==> config.mk <==
export PLATFORM = sky130hd
export DESIGN_NAME = jtag_tap_sampled
export DESIGN_NICKNAME = d
export VERILOG_FILES = /design/src/rtl/jtag_tap_pkg.sv /design/src/rtl/jtag_tap_sync.sv /design/src/rtl/jtag_tap_sampled.sv
export SDC_FILE = /design/constraint.sdc
export NUM_CORES = 1
export LEC_CHECK = 0
export ABC_CLOCK_PERIOD_IN_PS = 3500
export BUFFER_PORTS_ARGS = -buffer_cell sky130_fd_sc_hd__clkbuf_2
export CELL_PAD_IN_SITES_DETAIL_PLACEMENT = 0
export CELL_PAD_IN_SITES_GLOBAL_PLACEMENT = 1
export CORE_MARGIN = 2
export CORE_UTILIZATION = 35
export DETAILED_ROUTE_END_ITERATION = 16
export PLACE_DENSITY_LB_ADDON = 0.12
export SYNTH_ARGS = -nofsm -noshare
export SYNTH_HDL_FRONTEND = slang
export SYNTH_SLANG_ARGS = --single-unit
export TNS_END_PERCENT = 50
==> constraint.sdc <==
create_clock -name clk_i -period 3.5 [get_ports clk_i]
set_clock_uncertainty 0.2 [all_clocks]
set_input_delay 0.525 -clock clk_i [delete_from_list [all_inputs] [get_ports clk_i]]
set_output_delay 0.525 -clock clk_i [all_outputs]
set_load 0.01 [all_outputs]
==> src/rtl/jtag_tap_pkg.sv <==
// Shared types and helpers for the sampled JTAG TAP: state encoding, fixed
// instruction opcodes and the IEEE 1149.1 next-state function.
package jtag_tap_pkg;

  typedef enum logic [3:0] {
    TAP_TLR      = 4'd0,
    TAP_RTI      = 4'd1,
    TAP_SEL_DR   = 4'd2,
    TAP_CAP_DR   = 4'd3,
    TAP_SHIFT_DR = 4'd4,
    TAP_EXIT1_DR = 4'd5,
    TAP_PAUSE_DR = 4'd6,
    TAP_EXIT2_DR = 4'd7,
    TAP_UPD_DR   = 4'd8,
    TAP_SEL_IR   = 4'd9,
    TAP_CAP_IR   = 4'd10,
    TAP_SHIFT_IR = 4'd11,
    TAP_EXIT1_IR = 4'd12,
    TAP_PAUSE_IR = 4'd13,
    TAP_EXIT2_IR = 4'd14,
    TAP_UPD_IR   = 4'd15
  } tap_state_e;

  // Opcodes are truncated to the actual IR length at the point of use.
  localparam logic [31:0] IR_IDCODE = 32'h0000_0001;
  localparam logic [31:0] IR_BYPASS = 32'hFFFF_FFFF;

  function automatic tap_state_e tap_next(input tap_state_e state, input logic tms);
    tap_state_e nxt;
    nxt = TAP_TLR;
    case (state)
      TAP_TLR:      nxt = tms ? TAP_TLR      : TAP_RTI;
      TAP_RTI:      nxt = tms ? TAP_SEL_DR   : TAP_RTI;
      TAP_SEL_DR:   nxt = tms ? TAP_SEL_IR   : TAP_CAP_DR;
      TAP_CAP_DR:   nxt = tms ? TAP_EXIT1_DR : TAP_SHIFT_DR;
      TAP_SHIFT_DR: nxt = tms ? TAP_EXIT1_DR : TAP_SHIFT_DR;
      TAP_EXIT1_DR: nxt = tms ? TAP_UPD_DR   : TAP_PAUSE_DR;
      TAP_PAUSE_DR: nxt = tms ? TAP_EXIT2_DR : TAP_PAUSE_DR;
      TAP_EXIT2_DR: nxt = tms ? TAP_UPD_DR   : TAP_SHIFT_DR;
      TAP_UPD_DR:   nxt = tms ? TAP_SEL_DR   : TAP_RTI;
      TAP_SEL_IR:   nxt = tms ? TAP_TLR      : TAP_CAP_IR;
      TAP_CAP_IR:   nxt = tms ? TAP_EXIT1_IR : TAP_SHIFT_IR;
      TAP_SHIFT_IR: nxt = tms ? TAP_EXIT1_IR : TAP_SHIFT_IR;
      TAP_EXIT1_IR: nxt = tms ? TAP_UPD_IR   : TAP_PAUSE_IR;
      TAP_PAUSE_IR: nxt = tms ? TAP_EXIT2_IR : TAP_PAUSE_IR;
      TAP_EXIT2_IR: nxt = tms ? TAP_UPD_IR   : TAP_SHIFT_IR;
      TAP_UPD_IR:   nxt = tms ? TAP_SEL_DR   : TAP_RTI;
      default:      nxt = TAP_TLR;
    endcase
    return nxt;
  endfunction

endpackage

==> src/rtl/jtag_tap_sync.sv <==
// Two-flop synchronizer bank for bringing the asynchronous JTAG pins into clk_i.
module jtag_tap_sync #(
  parameter int unsigned Width = 4
) (
  input  logic             clk_i,
  input  logic             rst_ni,
  input  logic [Width-1:0] i_d,
  output logic [Width-1:0] o_q
);

  logic [Width-1:0] r_meta;
  logic [Width-1:0] r_sync;

  always_ff @(posedge clk_i or negedge rst_ni) begin
    if (!rst_ni) begin
      r_meta <= '0;
      r_sync <= '0;
    end else begin
      r_meta <= i_d;
      r_sync <= r_meta;
    end
  end

  assign o_q = r_sync;

endmodule

==> src/rtl/jtag_tap_sampled.sv <==
// Oversampled JTAG TAP: pins synchronized into clk_i, TAP FSM advanced on detected
// TCK edges, with IDCODE, BYPASS and one USER data register behind a capture/update port.
module jtag_tap_sampled
  import jtag_tap_pkg::*;
#(
  parameter int unsigned          IrLength    = 5,
  parameter logic [31:0]          IdcodeValue = 32'h0000_0001,
  parameter int unsigned          UserDrWidth = 32,
  parameter logic [IrLength-1:0]  UserIr      = IrLength'(5'h10)
) (
  input  logic                   clk_i,
  input  logic                   rst_ni,
  input  logic                   jtag_tck_i,
  input  logic                   jtag_tms_i,
  input  logic                   jtag_tdi_i,
  input  logic                   jtag_trst_ni,
  output logic                   jtag_tdo_o,
  output logic                   jtag_tdo_oe_o,
  output logic [3:0]             tap_state_o,
  output logic [IrLength-1:0]    ir_o,
  output logic                   user_capture_req_o,
  input  logic [UserDrWidth-1:0] user_capture_i,
  output logic                   user_update_valid_o,
  output logic [UserDrWidth-1:0] user_update_o
);

  localparam logic [IrLength-1:0] IrIdcode = IrLength'(IR_IDCODE);

  logic [3:0] w_pins;
  logic       w_tck;
  logic       w_tms;
  logic       w_tdi;
  logic       w_trst_n;
  logic       w_tck_rise;
  logic       w_tck_fall;
  logic       w_sel_idcode;
  logic       w_sel_user;
  logic       w_dr_lsb;
  tap_state_e w_state_nxt;

  logic                   r_tck_q;
  tap_state_e             r_state;
  logic [IrLength-1:0]    r_ir;
  logic [IrLength-1:0]    r_ir_sr;
  logic [31:0]            r_idcode_sr;
  logic                   r_bypass_sr;
  logic [UserDrWidth-1:0] r_user_sr;
  logic [UserDrWidth-1:0] r_user_update;
  logic                   r_tdo;
  logic                   r_tdo_oe;
  logic                   r_cap_req;
  logic                   r_upd_valid;

  function automatic logic [UserDrWidth-1:0] shift_user(input logic [UserDrWidth-1:0] v,
                                                        input logic b);
    return (v >> 1) | (UserDrWidth'(b) << (UserDrWidth - 1));
  endfunction

  jtag_tap_sync #(.Width(4)) u_sync (
    .clk_i  (clk_i),
    .rst_ni (rst_ni),
    .i_d    ({jtag_trst_ni, jtag_tdi_i, jtag_tms_i, jtag_tck_i}),
    .o_q    (w_pins)
  );

  assign {w_trst_n, w_tdi, w_tms, w_tck} = w_pins;
  assign w_tck_rise   = w_tck & ~r_tck_q;
  assign w_tck_fall   = ~w_tck & r_tck_q;
  assign w_state_nxt  = tap_next(r_state, w_tms);
  assign w_sel_idcode = (r_ir == IrIdcode);
  assign w_sel_user   = (r_ir == UserIr) && !w_sel_idcode;
  assign w_dr_lsb     = w_sel_idcode ? r_idcode_sr[0] :
                        w_sel_user   ? r_user_sr[0]   : r_bypass_sr;

  always_ff @(posedge clk_i or negedge rst_ni) begin
    if (!rst_ni) r_tck_q <= 1'b0;
    else         r_tck_q <= w_tck;
  end

  // TRST_n is checked before any TCK edge so a simultaneous edge is ignored.
  always_ff @(posedge clk_i or negedge rst_ni) begin
    if (!rst_ni) begin
      r_state       <= TAP_TLR;
      r_ir          <= IrIdcode;
      r_ir_sr       <= '0;
      r_idcode_sr   <= '0;
      r_bypass_sr   <= 1'b0;
      r_user_sr     <= '0;
      r_user_update <= '0;
      r_tdo         <= 1'b0;
      r_tdo_oe      <= 1'b0;
      r_cap_req     <= 1'b0;
      r_upd_valid   <= 1'b0;
    end else if (!w_trst_n) begin
      r_state       <= TAP_TLR;
      r_ir          <= IrIdcode;
      r_ir_sr       <= '0;
      r_idcode_sr   <= '0;
      r_bypass_sr   <= 1'b0;
      r_user_sr     <= '0;
      r_user_update <= '0;
      r_tdo         <= 1'b0;
      r_tdo_oe      <= 1'b0;
      r_cap_req     <= 1'b0;
      r_upd_valid   <= 1'b0;
    end else begin
      r_cap_req   <= 1'b0;
      r_upd_valid <= 1'b0;
      // The consumer presents its capture value while the request pulse is high.
      if (r_cap_req) r_user_sr <= user_capture_i;

      if (w_tck_rise) begin
        case (r_state)
          TAP_CAP_IR:   r_ir_sr <= IrLength'(2'b01);
          TAP_SHIFT_IR: r_ir_sr <= {w_tdi, r_ir_sr[IrLength-1:1]};
          TAP_CAP_DR: begin
            if (w_sel_idcode)    r_idcode_sr <= IdcodeValue;
            else if (!w_sel_user) r_bypass_sr <= 1'b0;
          end
          TAP_SHIFT_DR: begin
            if (w_sel_idcode)    r_idcode_sr <= {w_tdi, r_idcode_sr[31:1]};
            else if (w_sel_user) r_user_sr   <= shift_user(r_user_sr, w_tdi);
            else                 r_bypass_sr <= w_tdi;
          end
          default: ;
        endcase
        r_state <= w_state_nxt;
        if (w_state_nxt == TAP_TLR) r_ir <= IrIdcode;
        if (w_state_nxt == TAP_CAP_DR && w_sel_user) r_cap_req <= 1'b1;
      end

      if (w_tck_fall) begin
        case (r_state)
          TAP_SHIFT_IR: begin
            r_tdo    <= r_ir_sr[0];
            r_tdo_oe <= 1'b1;
          end
          TAP_SHIFT_DR: begin
            r_tdo    <= w_dr_lsb;
            r_tdo_oe <= 1'b1;
          end
          default: begin
            r_tdo    <= 1'b0;
            r_tdo_oe <= 1'b0;
          end
        endcase
        if (r_state == TAP_UPD_IR) r_ir <= r_ir_sr;
        if (r_state == TAP_UPD_DR && w_sel_user) begin
          r_user_update <= r_user_sr;
          r_upd_valid   <= 1'b1;
        end
      end
    end
  end

  assign jtag_tdo_o          = r_tdo;
  assign jtag_tdo_oe_o       = r_tdo_oe;
  assign tap_state_o         = r_state;
  assign ir_o                = r_ir;
  assign user_capture_req_o  = r_cap_req;
  assign user_update_valid_o = r_upd_valid;
  assign user_update_o       = r_user_update;

endmodule

-- Word-level counts from Yosys, hierarchy flattened
Index checks and enable logic that the tools add are counted.
- add/sub/neg operators: 0
- $mul: 0
- divide/modulo/power cells: 0
- order comparisons: 0
- equal/unequal tests: 29
- shifts and indexed selects: 0
- multiplexer cells: 58
- bitwise gates (word level): 5
- reductions and logical operators: 14
- operators by type and width (cell ; number):
    32-bit 2-to-1 mux ; 13
    32-bit one-hot mux with 2 select lines ; 1
    4-bit one-hot mux with 12 select lines ; 1
    5-bit 2-to-1 mux ; 7
    4-bit equality test, second input constant ; 8
    31-bit by 32-bit bitwise OR with 32-bit output ; 1
    4-bit 2-to-1 mux ; 6
    3-bit inequality test, second input constant ; 8
    1-bit 2-to-1 mux ; 22
    4-bit by 3-bit equality test with 1-bit output, second input constant ; 4
    4-bit by 2-bit equality test with 1-bit output, second input constant ; 3
    5-bit one-hot mux with 2 select lines ; 1
    4-bit zero test ; 2
    2-bit 2-to-1 mux ; 3
    3-bit 2-to-1 mux ; 2
    2-bit inequality test, second input constant ; 3
    6-bit AND reduction ; 1
    2-bit OR reduction ; 3
    5-bit by 1-bit equality test with 1-bit output, second input constant ; 1
    5-bit equality test, second input constant ; 1
    4-bit by 1-bit equality test with 1-bit output, second input constant ; 1
    1-bit one-hot mux with 2 select lines ; 2
    2-bit AND reduction ; 2
    4-bit AND reduction ; 1
    5 further kinds ; 9
- bits in registers: 124
- bits in latches: 0
- memory bits (writable): 0
- memory bits (read-only): 0
- bits of input ports: 38
- output and inout bits: 45
- word-level logic and storage cells: 120
- memories kept: 0

-- Depth between registers and ports, before layout
- depth in word-level cells: 9
- mapped depth: 8
- depth with buffers taken out: 5

-- Modules after synthesis
Synthesis repeated with hierarchy kept, for this count alone.
- cells, all modules: 504
- area total of the unflattened synthesis: 5620.4 um^2
- by module, submodules not included (module ; instances ; cells each ; area each (um^2) ; sequential area each (um^2)):
    jtag_tap_sampled ; 1 ; 496 ; 5420.2 ; 2904.0
    jtag_tap_sync ; 1 ; 8 ; 200.2 ; 200.2

-- Worst setup path before layout
OpenSTA, ideal clock, no wires.
- kind: reg2reg
- from: register r_state[0] (netlist: tap_state_o[0])
- to: register r_idcode_sr[0]
- setup time: 0.120 ns
- arrival time: 1.998 ns
- required time: 3.180 ns
- path slack: 1.181 ns
- cell stages (with the launch flop): 8
- buffers on the path: 2
- period minus slack after synthesis: 2.319 ns
- path through: dfrtp_1 -> buf_6 -> or3b_1 -> a211oi_2 -> nor4b_4 -> buf_6 -> nand3b_1 -> o211a_1
- longest elaborated chain between the ends: 4
- elaborated cells on any way between the ends: 9
- those cells by class: eq/ne (5); mux (3); reduce/logical (1)
- ends and longest elaborated chain (item ; RTL line ; source):
    from (decl) ; jtag_tap_sampled.sv:42 ; tap_state_e r_state;
    from (signal assigned) ; jtag_tap_sampled.sv:127 ; r_state <= w_state_nxt;
    4-bit by 3-bit equality test with 1-bit output or 4-bit by 2-bit equality test with 1-bit output (tied branches) ; jtag_tap_sampled.sv:113 ; case (r_state)
    32-bit one-hot mux with 2 select lines ; jtag_tap_sampled.sv:113 ;
    32-bit 2-to-1 mux ; jtag_tap_sampled.sv:112 ; if (w_tck_rise) begin
    32-bit 2-to-1 mux ; jtag_tap_sampled.sv:94 ; end else if (!w_trst_n) begin
    to (signal assigned) ; jtag_tap_sampled.sv:117 ; if (w_sel_idcode) r_idcode_sr <= IdcodeValue;
    to (signal assigned) ; jtag_tap_sampled.sv:121 ; if (w_sel_idcode) r_idcode_sr <= {w_tdi, r_idcode_sr[31:1]};
    to (decl) ; jtag_tap_sampled.sv:45 ; logic [31:0] r_idcode_sr;
Several ways; a longest one is shown, not always the timed one. The select of a mux whose other input is x is not followed.
A chain may end at the register's enable or synchronous reset.

-- Worst setup path in the final report
- from: register r_state[2] (netlist: tap_state_o[2])
- to: register r_idcode_sr[2]
Same word-level chain as after synthesis.

==> results by group <==
Run status
  • Outcome: complete, but fails checks
  • Violations in the final reports: hold timing

Pwr
  • Overall power consumption: between 0.003 and 0.004 W
  • Relative contribution of sequential cells to total power: 0.418
  • Leakage component of the power: between 3 and 4 nW
  • Total internal power: between 0.002 and 0.003 W
  • Switching power share of the total: 0.212
  • PwrDens: ~510 nW/um2
  • Reported net switching power: between 0.0007 and 0.0008 W
  • Clock network fraction of total power: 0.547
  • Proportion of power drawn by combinational gates: 0.035
  • Maximum VDD drop: between 0.3 and 0.4 mV

Route
  • Number of optimization iterations in the first detailed-route pass: 4
  • Via count: 4,240
  • DRC marker count from the first detailed-route iteration: about 280
  • Final WL: roughly 14,000 um
  • Detail-routed via count per cell: 5.25
  • Detail Route Antenna Nets: 0
  • Routed WL per cell: roughly 17 um
  • Residual DRC: 0

Critical path
  • Sort of element at the end of the critical path: flip-flop
  • Critical path type: flip-flop to flip-flop
  • Number of cell instances on the worst register-to-register path: 6
  • Crit start category: flip-flop
  • FF-to-FF End: r_idcode_sr[2]$_DFFE_PN0P_
  • Setup crit end: r_idcode_sr[2]$_DFFE_PN0P_
  • Endpoint arrival time on the critical path: between 2000 and 3000 ps
  • Startpoint of the most critical setup path: tap_state_o[2]$_DFFE_PN0N_
  • Register-to-register setup slack: between 700 and 800 ps
  • Data required time at the worst endpoint: 3620 ps
  • Series of cell instances along the critical path: or3b_1, a211oi_2, nor4b_4, buf_4, nand3_1, a21boi_0
  • Reg-to-reg startpoint: tap_state_o[2]$_DFFE_PN0N_
  • Cell with the biggest individual delay on the critical path: sky130_fd_sc_hd__dfrtp_1
  • Maximum fanout count along the critical path: 33
  • Slowest cell delay on critical path: 700 ps

CTS
  • CTS Root Cell: sky130_fd_sc_hd__clkbuf_16
  • Clock tree buffer depth: 2
  • CTS tree: built
  • Total number of clock tree sinks: around 120
  • Clock transition at the registers of the reported paths: 60 ps
  • Number of buffers inserted during clock tree synthesis: 17
  • Clock insertion delay at the later pin of the skew report: around 410 ps
  • H-tree depth: 4

Global routing
  • Number of antenna violations at the first check in global routing: 0
  • Maximum number of pins on one net before global-route repair: 65
  • Number of global-route vias before repair: 4,381
  • Overall global routing resource usage: 0.169
  • Global-route wire length before repair: between 20,000 and 25,000 um
  • Grt ovf: 0

STA
  • Total Neg Setup Slack: 0 ps
  • Maximum operating frequency: approximately 370 MHz
  • Setup repair after global routing missed its margin: no
  • Fin crit period: 2700 ps
  • Count of final max-slew check failures: 0
  • Final hold violations: 13
  • Max-slew headroom: 0.481
  • Min Hold Slack: -8.64 ps
  • Final setup margin: 799 ps
  • Period Utilization, post-route: 0.772
  • Setup-violating endpoint count in the final report: 0
  • Transition time of the tightest slew-check pin: 779 ps

Min path
  • Path class of the lowest-slack min-delay path: input pin to asynchronous set/reset pin

Yosys
  • Cells after Synth: a little over 500
  • Complex-gate fraction of the synthesized area: 0.211
  • Post-synthesis share of cell area spent on and, or, nand and nor gates: 0.138
  • Mux cell area share after synthesis: 0.0586
  • Share of the synthesized netlist area taken by xor and xnor gates: 0.00310
  • Fraction of the mapped netlist area in adder cells: 0
  • Post-Syn Area: about 5700 um2
  • Synth Flop Type: sky130_fd_sc_hd__dfrtp_1
  • Distinct cell type count of the synthesized netlist: between 50 and 60
  • Main combinational cell family by area after synthesis: compound AO/OA/AOI/OAI gates
  • Share of async-settable or async-resettable flops after synthesis: 1.00
  • Area leader, netlist: sky130_fd_sc_hd__dfrtp_1
  • Synth Warn #: 0
  • Fraction of the yosys area taken by sequential cells: 0.549
  • Top cell type's share of synthesized area: 0.544
  • Syn avg cell area: ~11 um2
  • Number of enable flip-flop cells after synthesis: 0
  • Synthesis-stage register bit count: 124
  • Synthesized Nets: roughly 550
  • Count leader, synth: sky130_fd_sc_hd__dfrtp_1
  • Top area cells in the synthesized netlist: sky130_fd_sc_hd__dfrtp_1, sky130_fd_sc_hd__o211a_1, sky130_fd_sc_hd__mux2i_1
  • Most common library cells after synthesis: sky130_fd_sc_hd__dfrtp_1, sky130_fd_sc_hd__nand2_1, sky130_fd_sc_hd__clkbuf_1, sky130_fd_sc_hd__a22o_1, sky130_fd_sc_hd__o211a_1

Placement
  • Number of placed cells counting well taps: 773
  • Port buffer count: 82
  • Final RePlAce weighted congestion: around 0.76
  • Pre-CTS WS: 838 ps
  • Post-DP HPWL: just over 8000 um

Job
  • Count of maximum capacitance violations: 0

Die
  • Std-Cell Rows: 46
  • Number of top-level pins: a little over 80
  • Die area: roughly 17,000 um2
  • Die span in x: 131 um
  • Floorplan core area: 15,800 um2
  • Die outline height: about 130 um
  • Effective utilization at floorplan: 0.357

Finish
  • Total Nets Final: ~620
  • Number of inserted filler cells in the final layout: between 1,500 and 2,000
  • Diode count: 0
  • Share of cells above drive strength 1: 0.253
  • Relative area change from synthesis to final layout: 22.1%
  • Final core utilization: 0.436
  • Layout Cells excl Fill: 808
[layout make-up]
| cell class | count | area, um2 | share of cell area |
|---|---|---|---|
| clock buffers | 21 | 480 | 0.0696 |
| clock inverters | 11 | 164 | 0.0237 |
| inverters | 4 | 15.0 | 0.00217 |
| multi-input cells | 334 | 2330 | 0.337 |
| flip-flops and latches | 124 | 3110 | 0.450 |
| well taps | 216 | 270 | 0.0391 |
| repair buffers | 98 | 541 | 0.0783 |
[critical path: cells and delay by family, from the launching register on]
kind            cells  cell delay (ps)
compound gates      2              510
buf+inv             1              390
flops               1              700
simple gates        3              780
[metal layers]
metal,share of wire,global-route usage
met5,0,0
met4,0.014,0.0634
met3,0.045,0.0459
met2,0.47,0.264
met1,0.47,0.224
[registers in the layout, summed over array words and instances, names as in the netlist]
name                 cells
r_idcode_sr             32
r_user_sr               32
user_update_o           32
ir_o                     5
r_ir_sr                  5
tap_state_o              4
u_sync.o_q               4
u_sync.r_meta            4
jtag_tdo_o               1
jtag_tdo_oe_o            1
r_bypass_sr              1
r_tck_q                  1
user_capture_req_o       1
user_update_valid_o      1
[placed cells by master, fill, tap and decap left out, types with 2 or more instances in the layout]
| cell type | n |
|---|---|
| sky130_fd_sc_hd__o21ai_0 | 14 |
| sky130_fd_sc_hd__dfrtp_2 | 2 |
| sky130_fd_sc_hd__a21boi_2 | 7 |
| sky130_fd_sc_hd__a211oi_1 | 2 |
| sky130_fd_sc_hd__buf_4 | 14 |
| sky130_fd_sc_hd__clkinv_2 | 4 |
| sky130_fd_sc_hd__nand3b_1 | 2 |
| sky130_fd_sc_hd__clkbuf_2 | 81 |
| sky130_fd_sc_hd__a21boi_1 | 21 |
| sky130_fd_sc_hd__o221ai_1 | 2 |
| sky130_fd_sc_hd__inv_1 | 4 |
| sky130_fd_sc_hd__nor3b_1 | 2 |
| sky130_fd_sc_hd__a21boi_0 | 9 |
| sky130_fd_sc_hd__o22ai_1 | 3 |
| sky130_fd_sc_hd__dlygate4sd3_1 | 3 |
| sky130_fd_sc_hd__nor2b_1 | 6 |
| sky130_fd_sc_hd__bufinv_16 | 4 |
| sky130_fd_sc_hd__nand3_2 | 8 |
| sky130_fd_sc_hd__clkinvlp_4 | 2 |
| sky130_fd_sc_hd__dfrtp_1 | 121 |
| sky130_fd_sc_hd__nor2_1 | 7 |
| sky130_fd_sc_hd__and3_1 | 3 |
| sky130_fd_sc_hd__a21oi_1 | 7 |
| sky130_fd_sc_hd__nand2b_1 | 3 |
| sky130_fd_sc_hd__nor3_1 | 6 |
| sky130_fd_sc_hd__a22o_1 | 36 |
| sky130_fd_sc_hd__clkbuf_8 | 4 |
| sky130_fd_sc_hd__clkbuf_16 | 17 |
| sky130_fd_sc_hd__nand3_1 | 31 |
| sky130_fd_sc_hd__mux2i_1 | 32 |
| sky130_fd_sc_hd__a32oi_1 | 2 |
| sky130_fd_sc_hd__nand2_1 | 75 |
| sky130_fd_sc_hd__xor2_1 | 2 |
| sky130_fd_sc_hd__o211a_1 | 33 |
[metrics by stage]
step	hold WS (ps)	instance area, um2
after detailed placement	136	6230
after global placement	133	6230
after global routing	18.9	6910
after floorplan	29.4	5650
after CTS	22.3	6910
final	-8.64	6910
[repair_timing]
action | CTS | global route
resized for setup | 0 | 0
endpoints found under the hold margin | 3 | 0
endpoints found under the setup margin | 0 | 0
buffers inserted | 0 | 0
hold buffers | 3 | 0
[power groups by stage]
stage               combinational [W]  clock (W)  sequential [W]
finish                       0.000121    0.00191         0.00146
global route                 0.000138    0.00202         0.00146
CTS                          0.000126    0.00195         0.00146
detailed placement           0.000123          0         0.00149
global placement             0.000123          0         0.00149
floorplan                   0.0000598          0         0.00147
[cells by family (layout without fill, tap and decap cells)]
family	count (synthesis)	in the layout
buffers and inverters	51	134
XOR/XNOR	2	2
multiplexers	33	33
AO/OA/AOI/OAI	144	144
flip-flops	124	124
AND/OR/NAND/NOR	155	155
[worst min path at each step]
| stage | start | endpoint | slack, ps | cells after the start |
|---|---|---|---|---|
| after global routing | jtag_tdi_i | u_sync.r_meta[2]$_DFF_PN0_ | 20 | 1 |
| final | rst_ni | r_ir_sr[1]$_DFFE_PN0P_ | -9 | 1 |
| after detailed placement | u_sync.r_meta[2]$_DFF_PN0_ | u_sync.o_q[2]$_DFF_PN0_ | 140 | 0 |
| after floorplan | rst_ni | ir_o[1]$_DFF_PN0_ | 30 | 0 |
| after CTS | rst_ni | r_ir_sr[1]$_DFFE_PN0P_ | 20 | 1 |
| after global placement | u_sync.r_meta[1]$_DFF_PN0_ | u_sync.o_q[1]$_DFF_PN0_ | 130 | 0 |
Power figures use the tool's default switching activity.
